===== src/rtl/mc_ctrl_pkg.sv =====
// Shared types and encodings for the multi-cycle MIPS main control FSM.
package mc_ctrl_pkg;

  localparam int unsigned STATE_W = 4;
  localparam int unsigned OP_W    = 6;
  localparam int unsigned HOLD_W  = 4;

  typedef enum logic [STATE_W-1:0] {
    S_RST    = 4'd0,
    S_FETCH  = 4'd1,
    S_DECODE = 4'd2,
    S_EX_R   = 4'd3,
    S_WB_R   = 4'd4,
    S_EX_I   = 4'd5,
    S_WB_I   = 4'd6,
    S_ADDR   = 4'd7,
    S_MEM_RD = 4'd8,
    S_MEM_WR = 4'd9,
    S_WB_MEM = 4'd10,
    S_BRANCH = 4'd11,
    S_JUMP   = 4'd12
  } state_e;

  typedef enum logic [2:0] {
    CLS_R   = 3'd0,
    CLS_MEM = 3'd1,
    CLS_BR  = 3'd2,
    CLS_J   = 3'd3,
    CLS_I   = 3'd4,
    CLS_ILL = 3'd5
  } instr_cls_e;

  localparam logic [OP_W-1:0] OP_RTYPE = 6'b000000;
  localparam logic [OP_W-1:0] OP_LW    = 6'b100011;
  localparam logic [OP_W-1:0] OP_SW    = 6'b101011;
  localparam logic [OP_W-1:0] OP_BEQ   = 6'b000100;
  localparam logic [OP_W-1:0] OP_BNE   = 6'b000101;
  localparam logic [OP_W-1:0] OP_J     = 6'b000010;
  localparam logic [OP_W-1:0] OP_ADDI  = 6'b001000;
  localparam logic [OP_W-1:0] OP_ANDI  = 6'b001100;
  localparam logic [OP_W-1:0] OP_ORI   = 6'b001101;
  localparam logic [OP_W-1:0] OP_SLTI  = 6'b001010;
  localparam logic [OP_W-1:0] OP_LUI   = 6'b001111;

  localparam logic [1:0] SRCB_B      = 2'b00;
  localparam logic [1:0] SRCB_FOUR   = 2'b01;
  localparam logic [1:0] SRCB_IMM    = 2'b10;
  localparam logic [1:0] SRCB_IMM_SH = 2'b11;

  localparam logic [1:0] ALUOP_ADD   = 2'b00;
  localparam logic [1:0] ALUOP_SUB   = 2'b01;
  localparam logic [1:0] ALUOP_FUNCT = 2'b10;
  localparam logic [1:0] ALUOP_IMM   = 2'b11;

  localparam logic [1:0] PCSRC_ALU    = 2'b00;
  localparam logic [1:0] PCSRC_ALUOUT = 2'b01;
  localparam logic [1:0] PCSRC_JUMP   = 2'b10;

  localparam logic [1:0] EXT_SIGN = 2'b00;
  localparam logic [1:0] EXT_ZERO = 2'b01;
  localparam logic [1:0] EXT_LUI  = 2'b10;

  // Control word driven to the datapath each cycle.
  typedef struct packed {
    logic       pc_write;
    logic       pc_write_cond;
    logic       branch_ne;
    logic       iord;
    logic       mem_read;
    logic       mem_write;
    logic       ir_write;
    logic       reg_dst;
    logic       mem_to_reg;
    logic       reg_write;
    logic       alu_src_a;
    logic [1:0] alu_src_b;
    logic [1:0] alu_op;
    logic [1:0] pc_source;
    logic [1:0] ext_op;
    logic       illegal_op;
  } ctrl_t;

endpackage


===== src/rtl/mc_opcode_decode.sv =====
// Combinational opcode classifier: instruction class, extender mode, legality.
module mc_opcode_decode
  import mc_ctrl_pkg::*;
(
  input  logic [OP_W-1:0] opcode,
  output instr_cls_e      cls_c,
  output logic [1:0]      ext_op_c,
  output logic            legal_c
);

  always_comb begin
    cls_c    = CLS_ILL;
    ext_op_c = EXT_SIGN;
    legal_c  = 1'b1;
    case (opcode)
      OP_RTYPE:        cls_c = CLS_R;
      OP_LW, OP_SW:    cls_c = CLS_MEM;
      OP_BEQ, OP_BNE:  cls_c = CLS_BR;
      OP_J:            cls_c = CLS_J;
      OP_ADDI, OP_SLTI: cls_c = CLS_I;
      OP_ANDI, OP_ORI: begin
        cls_c    = CLS_I;
        ext_op_c = EXT_ZERO;
      end
      OP_LUI: begin
        cls_c    = CLS_I;
        ext_op_c = EXT_LUI;
      end
      default:         legal_c = 1'b0;
    endcase
  end

endmodule


===== src/rtl/multi_cycle_ctrl.sv =====
// Main control FSM of the multi-cycle MIPS datapath: fetch, decode, execute,
// memory and write-back sequencing with a memory-ready stall handshake.
module multi_cycle_ctrl
  import mc_ctrl_pkg::*;
#(
  parameter int unsigned RESET_VECTOR_HOLD = 1
) (
  input  logic            clk,
  input  logic            rst_n,
  input  logic [OP_W-1:0] opcode,
  input  logic            zero,
  input  logic            mem_ready,
  output logic            pc_write,
  output logic            pc_write_cond,
  output logic            branch_ne,
  output logic            iord,
  output logic            mem_read,
  output logic            mem_write,
  output logic            ir_write,
  output logic            reg_dst,
  output logic            mem_to_reg,
  output logic            reg_write,
  output logic            alu_src_a,
  output logic [1:0]      alu_src_b,
  output logic [1:0]      alu_op,
  output logic [1:0]      pc_source,
  output logic [1:0]      ext_op,
  output logic            illegal_op,
  output logic [STATE_W-1:0] state
);

  localparam logic [HOLD_W-1:0] HOLD_LAST = HOLD_W'(RESET_VECTOR_HOLD - 1);

  state_e            state_q, state_d;
  logic [HOLD_W-1:0] hold_q, hold_d;
  ctrl_t             ctrl_c;
  instr_cls_e        cls_c;
  logic [1:0]        dec_ext_c;
  logic              legal_c;

  // The branch condition is resolved in the datapath from pc_write_cond/branch_ne.
  logic unused_zero;
  assign unused_zero = zero;

  mc_opcode_decode u_decode (
    .opcode   (opcode),
    .cls_c    (cls_c),
    .ext_op_c (dec_ext_c),
    .legal_c  (legal_c)
  );

  always_ff @(posedge clk) begin
    if (!rst_n) begin
      state_q <= S_RST;
      hold_q  <= '0;
    end else begin
      state_q <= state_d;
      hold_q  <= hold_d;
    end
  end

  always_comb begin
    state_d = state_q;
    hold_d  = hold_q;
    ctrl_c  = '0;
    case (state_q)
      S_RST: begin
        if (hold_q == HOLD_LAST) begin
          state_d = S_FETCH;
          hold_d  = '0;
        end else begin
          hold_d = hold_q + HOLD_W'(1);
        end
      end
      S_FETCH: begin
        ctrl_c.mem_read  = 1'b1;
        ctrl_c.alu_src_b = SRCB_FOUR;
        ctrl_c.ir_write  = mem_ready;
        ctrl_c.pc_write  = mem_ready;
        if (mem_ready) state_d = S_DECODE;
      end
      S_DECODE: begin
        ctrl_c.alu_src_b  = SRCB_IMM_SH;
        ctrl_c.illegal_op = ~legal_c;
        case (cls_c)
          CLS_R:   state_d = S_EX_R;
          CLS_MEM: state_d = S_ADDR;
          CLS_BR:  state_d = S_BRANCH;
          CLS_J:   state_d = S_JUMP;
          CLS_I:   state_d = S_EX_I;
          default: state_d = S_FETCH;
        endcase
      end
      S_EX_R: begin
        ctrl_c.alu_src_a = 1'b1;
        ctrl_c.alu_src_b = SRCB_B;
        ctrl_c.alu_op    = ALUOP_FUNCT;
        state_d          = S_WB_R;
      end
      S_WB_R: begin
        ctrl_c.reg_dst   = 1'b1;
        ctrl_c.reg_write = 1'b1;
        state_d          = S_FETCH;
      end
      S_EX_I: begin
        ctrl_c.alu_src_a = 1'b1;
        ctrl_c.alu_src_b = SRCB_IMM;
        ctrl_c.alu_op    = ALUOP_IMM;
        ctrl_c.ext_op    = dec_ext_c;
        state_d          = S_WB_I;
      end
      S_WB_I: begin
        ctrl_c.reg_write = 1'b1;
        ctrl_c.ext_op    = dec_ext_c;
        state_d          = S_FETCH;
      end
      S_ADDR: begin
        ctrl_c.alu_src_a = 1'b1;
        ctrl_c.alu_src_b = SRCB_IMM;
        state_d          = (opcode == OP_SW) ? S_MEM_WR : S_MEM_RD;
      end
      S_MEM_RD: begin
        ctrl_c.mem_read = 1'b1;
        ctrl_c.iord     = 1'b1;
        if (mem_ready) state_d = S_WB_MEM;
      end
      S_MEM_WR: begin
        ctrl_c.mem_write = 1'b1;
        ctrl_c.iord      = 1'b1;
        if (mem_ready) state_d = S_FETCH;
      end
      S_WB_MEM: begin
        ctrl_c.mem_to_reg = 1'b1;
        ctrl_c.reg_write  = mem_ready;
        state_d           = S_FETCH;
      end
      S_BRANCH: begin
        ctrl_c.alu_src_a     = 1'b1;
        ctrl_c.alu_src_b     = SRCB_B;
        ctrl_c.alu_op        = ALUOP_SUB;
        ctrl_c.pc_write_cond = 1'b1;
        ctrl_c.pc_source     = PCSRC_ALUOUT;
        ctrl_c.branch_ne     = (opcode == OP_BNE);
        state_d              = S_FETCH;
      end
      S_JUMP: begin
        ctrl_c.pc_write  = 1'b1;
        ctrl_c.pc_source = PCSRC_JUMP;
        state_d          = S_FETCH;
      end
      default: state_d = S_RST;
    endcase
  end

  assign pc_write      = ctrl_c.pc_write;
  assign pc_write_cond = ctrl_c.pc_write_cond;
  assign branch_ne     = ctrl_c.branch_ne;
  assign iord          = ctrl_c.iord;
  assign mem_read      = ctrl_c.mem_read;
  assign mem_write     = ctrl_c.mem_write;
  assign ir_write      = ctrl_c.ir_write;
  assign reg_dst       = ctrl_c.reg_dst;
  assign mem_to_reg    = ctrl_c.mem_to_reg;
  assign reg_write     = ctrl_c.reg_write;
  assign alu_src_a     = ctrl_c.alu_src_a;
  assign alu_src_b     = ctrl_c.alu_src_b;
  assign alu_op        = ctrl_c.alu_op;
  assign pc_source     = ctrl_c.pc_source;
  assign ext_op        = ctrl_c.ext_op;
  assign illegal_op    = ctrl_c.illegal_op;
  assign state         = state_q;

endmodule


===== config.mk =====
export PLATFORM = sky130hd
export DESIGN_NAME = multi_cycle_ctrl
export DESIGN_NICKNAME = d
export VERILOG_FILES = /design/src/rtl/mc_ctrl_pkg.sv /design/src/rtl/mc_opcode_decode.sv /design/src/rtl/multi_cycle_ctrl.sv
export SDC_FILE = /design/constraint.sdc
export NUM_CORES = 1
export LEC_CHECK = 0
export ABC_AREA = 0
export ABC_CLOCK_PERIOD_IN_PS = 1500
export CAP_MARGIN = 20
export CORE_MARGIN = 3
export CORE_UTILIZATION = 25
export CTS_CLUSTER_DIAMETER = 100
export DETAILED_ROUTE_END_ITERATION = 10
export HOLD_SLACK_MARGIN = 0.15
export PLACE_DENSITY = 0.48
export SLEW_MARGIN = 20
export SYNTH_ARGS = -nofsm -noshare
export SYNTH_HDL_FRONTEND = slang
export SYNTH_SLANG_ARGS = --single-unit

===== constraint.sdc =====
create_clock -name clk -period 1.5 [get_ports clk]
set_input_delay 0.225 -clock clk [delete_from_list [all_inputs] [get_ports clk]]
set_output_delay 0.225 -clock clk [all_outputs]
set_load 0.02 [all_outputs]

### Yosys cells after proc, flatten, opt, wreduce, memory -nomap -nowiden

Cells that the tools add are included.

| operators by class | value |
|---|---|
| bitwise operators | 1 |
| eq/ne operators | 30 |
| multiplexer cells | 26 |
| reductions and logical operators | 17 |
| add/subtract/negate cells | 1 |

Operator list:

| operator | count |
|---|---|
| $pmux W4 S9 | 1 |
| $eq A6 B4 Y1 const B | 5 |
| $eq A4 B4 Y1 const B | 5 |
| $mux W4 | 5 |
| $pmux W4 S5 | 1 |
| $eq A4 B3 Y1 const B | 4 |
| $reduce_or A2 Y1 | 8 |
| $pmux W3 S5 | 1 |
| $eq A6 B3 Y1 const B | 2 |
| $eq A6 B6 Y1 const B | 2 |
| $pmux W2 S3 | 2 |
| $reduce_or A11 Y1 | 1 |
| $mux W1 | 10 |
| $reduce_or A5 Y1 | 2 |
| $eq A4 B2 Y1 const B | 2 |
| $logic_not A4 Y1 | 2 |
| $ne A2 B2 Y1 const B | 4 |
| $pmux W2 S2 | 2 |
| $eq A3 B2 Y1 const B | 2 |
| $eq A6 B2 Y1 const B | 1 |
| $logic_not A6 Y1 | 1 |
| $add A4 B1 Y4 const B | 1 |
| $eq A4 B1 Y1 const B | 1 |
| $mux W2 | 2 |
| 7 further kinds | 8 |

| word-level totals | value |
|---|---|
| output and inout bits | 24 |
| input port bits | 10 |
| logic and storage cells | 77 |
| bits in registers | 8 |

### Logic depth before layout (Yosys ltp)

| logic depth | value |
|---|---|
| word-level depth | 6 |
| mapped depth | 6 |
| depth with buffers taken out | 6 |

### By module

From an unflattened synthesis, not the netlist that was laid out.

| unflattened totals | value |
|---|---|
| cell total of the unflattened synthesis | 126 |
| area, all modules | 909.6 um2 |

Modules (own cells, without submodules):

| module | area an instance (um2) | sequential area each (um2) | cells an instance | instances |
|---|---|---|---|---|
| multi_cycle_ctrl | 792.0 | 160.2 | 106 | 1 |
| mc_opcode_decode | 117.6 | 0.0 | 20 | 1 |

### Least setup slack after synthesis

Ideal clock, no wire load.

| timing | value |
|---|---|
| path kind | register -> output |
| from | register state_q[3] (netlist: state[3]) |
| to | output branch_ne |
| setup slack | -295 ps |
| stages on the path, launching flop included | 5 |
| data required time | 1275 ps |
| arrival | 1570 ps |
| buffers on the path | 2 |
| cells stage by stage | dfxtp_1 > buf_2 > buf_2 > and3_1 > and4_1 |

| between the ends | value |
|---|---|
| longest elaborated chain between the ends | 2 |

RTL lines:

| element | RTL line | source |
|---|---|---|
| start: declaration | multi_cycle_ctrl.sv:34 | `state_e state_q, state_d;` |
| start signal: assignment | multi_cycle_ctrl.sv:57 | `state_q <= state_d;` |
| $eq A4 B4 Y1 | multi_cycle_ctrl.sv:66 | `case (state_q)` |
| $mux W2 | multi_cycle_ctrl.sv:66 |  |
| end: declaration | multi_cycle_ctrl.sv:15 | `output logic branch_ne,` |

No other way between the ends.

### Worst setup path in the final report

| timing | value |
|---|---|
| from | register state_q[2] (netlist: state[2]) |
| to | output ext_op[1] |

| between the ends | value |
|---|---|
| longest elaborated chain between the ends | 3 |
| elaborated cells between the ends (all ways) | 4 |
| those cells by class | 2 x eq/ne; 1 x mux; 1 x reduce/logical |

RTL lines:

| element | RTL line | source |
|---|---|---|
| $eq A4 B3 Y1 | multi_cycle_ctrl.sv:66 |  |
| $reduce_or A2 Y1 (no source line) (*) | -- |  |
| $mux W2 (*) | multi_cycle_ctrl.sv:66 |  |
| end: declaration | multi_cycle_ctrl.sv:27 | `output logic [1:0] ext_op,` |

Every way passes the cells marked *; elsewhere a longest branch is shown, timed or not.

==> results_dict.tcl <==
set metrics [dict create \
    clock_sinks 8 \
    drive_gt1_share_pct 61.22 \
    ys_seq_area_share_pct 18.44 \
    fin_nets 209 \
    grtUsageMet3_pct 3.640 \
    synth_xor_area_share_pct 4.035 \
    crit_path_start_kind "flop" \
    vias_per_cell 4.879 \
    yosys.area_share.simple_pct 42.80 \
    end_kind "output pin" \
    cts-buffers-inserted 3 \
    slowest_delay_ns 0.35 \
    first_iter_violations 49 \
    timing.setup.tns_ns -1.161 \
    status "finished with violations" \
    dp_hpwl_um 2253 \
    synth_area_leaders "dfxtp_1, nor2_1, nor2b_1" \
    avgRoutedWirePerCell_um 13.94 \
    syn_to_final_growth_pct 116.7 \
    dieArea_mm2 0.004217 \
    path_clk_slew_ns 0.06 \
    fp-row-count 20 \
    synth-edff-count 0 \
    postRouteAntennaNets 0 \
    setup_viol_count_final 14 \
    die_h_um 64.94 \
    synth.most_common_cell "nor2_1" \
    port_buffers 32 \
    syn-cell-area_um2 868.3 \
    postSynthNetCount 127 \
    worstPathRequired_ns 1.27 \
    whs_path_depth 2 \
    rsz0062_at_grt "yes" \
    gp_congestion 0.7742 \
    start_util_pct 27.32 \
    post_synth_num_cell_types 43 \
    synth_area_leader_cell "dfxtp_1" \
    setup_ws_ns -0.1808 \
    num_antenna_cells 0 \
    core-area_mm2 0.003178 \
    drc 0 \
    cts-hold-fix-buffers 0 \
    met1_usage_pct 19.58 \
    htreeDepth 1 \
    grt_pass1_wl_um 4981 \
    r2r_cells 6 \
    synth_compound_area_share_pct 18.59 \
    synthFlopType "dfxtp_1" \
    slew_headroom_pct 71.05 \
    clockBufferDepth 2 \
    hold_start "hold_q[2]" \
    ir_worst_vdd_uv 575.9 \
    finalClockSkew_ns 0.004861 \
    antenna_found_initial 0 \
    cpLargestDelayFamily "simple AND/OR/NAND/NOR gates" \
    timing.rr.start "state[1]" \
    post_synth.cell_area_avg_um2 7.551 \
    synth_warnings 0 \
    maxCapViolations 0 \
    synth_top_area_share_pct 18.44 \
    root_buffer "clkbuf_4" \
    leakage_nw 0.8545 \
    synth_cells 115 \
    crit_chain "or2b_1 -> nor2_1 -> nand4_1 -> nor2_4 -> buf_6" \
    rr_endpoint "state[0]" \
    fillCellCount 301 \
    dpl_worst_slack_ns -0.6490 \
    ys_ff_latch 8 \
    min_path_type "reg -> reg" \
    grt_max_degree 17 \
    grt_usage_pct 14.69 \
    cpMaxStageDelayCell "dfxtp_4" \
    use_met2_pct 23.50 \
    multi_input_area_um2 817.0 \
    path_max_fanout 3 \
    post-route-period-util_pct 112.1 \
    dr_total_vias 1171 \
    crit_type "reg -> out" \
    register_area_um2 172.7 \
    worst_ep_arrival_time_ns 1.46 \
    wl_um 3345 \
    pin_count 34 \
    max_freq_ghz 0.5949 \
    synth_top_family_by_area "simple AND/OR/NAND/NOR gates" \
    power_density_mw_per_mm2 706.5 \
    hold_viol 0 \
    violations "negative setup slack" \
    slew_viol_final 0 \
    clock_latency_ns 0.26 \
    worstMarginPinSlew_ns 0.4285 \
    cp_num_buf_inv 1 \
    fp.dieW_um 64.94 \
    firstDrtPassIters 4 \
    r2r_setup_slack_ns -0.12 \
    synth_common_cells "nor2_1, dfxtp_1, nand2_1" \
    hold-path-endpoint "hold_q[2]" \
    cts_tree "built" \
    synth.area.mux_share_pct 4.755 \
    grt_busiest_layer "met2" \
    synth_fa_ha_area_share_pct 2.882 \
    overflow 0 \
    grt_pass1_vias 1124 \
    period_minus_slack_ns 1.681 \
    async_flop_share_pct 0 \
]
[cell type report]
type,instances,share of cell area (%)
inverters,4,0.9309
flip-flops and latches,8,9.176
clock buffers,4,1.396
well taps,44,2.926
multi-input cells,94,43.42
repair buffers,86,42.15
[cell usage in the layout (no fill, tap or decap), types with 2 or more instances in the layout]
cell type / instances
buf_4: 44
buf_6: 22
dlygate4sd2_1: 8
nor2_1: 7
nand2_1: 6
nor3_2: 5
nor2b_1: 5
nor2_4: 4
nor2_2: 4
dfxtp_1: 4
buf_2: 4
and3_4: 3
a21oi_1: 3
xnor2_1: 3
inv_1: 3
nand4_1: 3
nand4b_1: 3
mux2i_1: 3
clkbuf_4: 3
clkdlybuf4s50_1: 3
buf_12: 3
dfxtp_4: 3
nand2_2: 2
nor2b_4: 2
a21oi_2: 2
and2_1: 2
nand3_1: 2
o21a_1: 2
ha_1: 2
[per-layer routing]
| layer | part of all wire, % | up-vias | wire (µm) |
|---|---|---|---|
| met5 | 0 | - | 0 |
| met2 | 49 | 35 | 1643 |
| met3 | 4.4 | 6 | 147 |
| li1 | - | 581 | - |
| met1 | 45 | 549 | 1514 |
| met4 | 1.2 | 0 | 40 |
[worst reg2reg max path, cell delays in order (launching register included)]
cell and delay, ns:
dfxtp_4 0.37, buf_12 0.14, buf_6 0.12, or4b_4 0.52
o211ai_2 0.09, o21ai_2 0.07, a32o_1 0.21
[logic make-up (layout without fill, tap and decap cells)]
group           Yosys count  in the layout
flops                     8              8
fa+ha+maj                 2              2
simple gates             63             63
mux                       4              4
buf+inv                  13             94
xor+xnor                  4              4
compound gates           21             21
[flip-flops by register name, summed over array words and instances (netlist names)]
register,flops
hold_q,4
state,4
[metrics by stage]
stage | instance area (µm²) | instances | utilization (%) | total power [W] | hold slack, ns
6_report | 1882 | 240 | 59.21 | 0.001329 | 0.4961
3_3_place_gp | 1520 | 220 | 47.83 | 0.0009223 | 0.4786
3_5_place_dp | 1520 | 220 | 47.83 | 0.0009265 | 0.4943
5_1_grt | 1882 | 240 | 59.21 | 0.001415 | 0.5441
2_1_floorplan | 908.4 | 115 | - | 0.0005757 | 0.3418
4_1_cts | 1644 | 232 | 51.73 | 0.001165 | 0.5062
[worst max-delay path by stage]
stage / start / end / slack, ns / depth (start not counted)
floorplan: state[3] / branch_ne / -0.08 / 4
global placement: opcode[2] / illegal_op / -0.65 / 6
detailed placement: opcode[2] / illegal_op / -0.65 / 6
CTS: state[2] / ext_op[1] / -0.20 / 5
global route: state[2] / ext_op[1] / -0.37 / 5
finish: state[2] / ext_op[1] / -0.18 / 5
[power by group]
group | leakage (nW) | switching, W | internal, W
clock network | 0.0150 | 0.0000786 | 0.000102
logic | 0.772 | 0.000401 | 0.000486
registers | 0.0674 | 0.0000303 | 0.000231
[timing repair]
action                     in CTS  in global routing
pin swaps                      12                 19
setup endpoints to repair      29                 26
buffers inserted                8                  7
cloned                          0                  1
gates resized for setup       133                 42
Note: power is estimated with default switching activity, not from simulation.
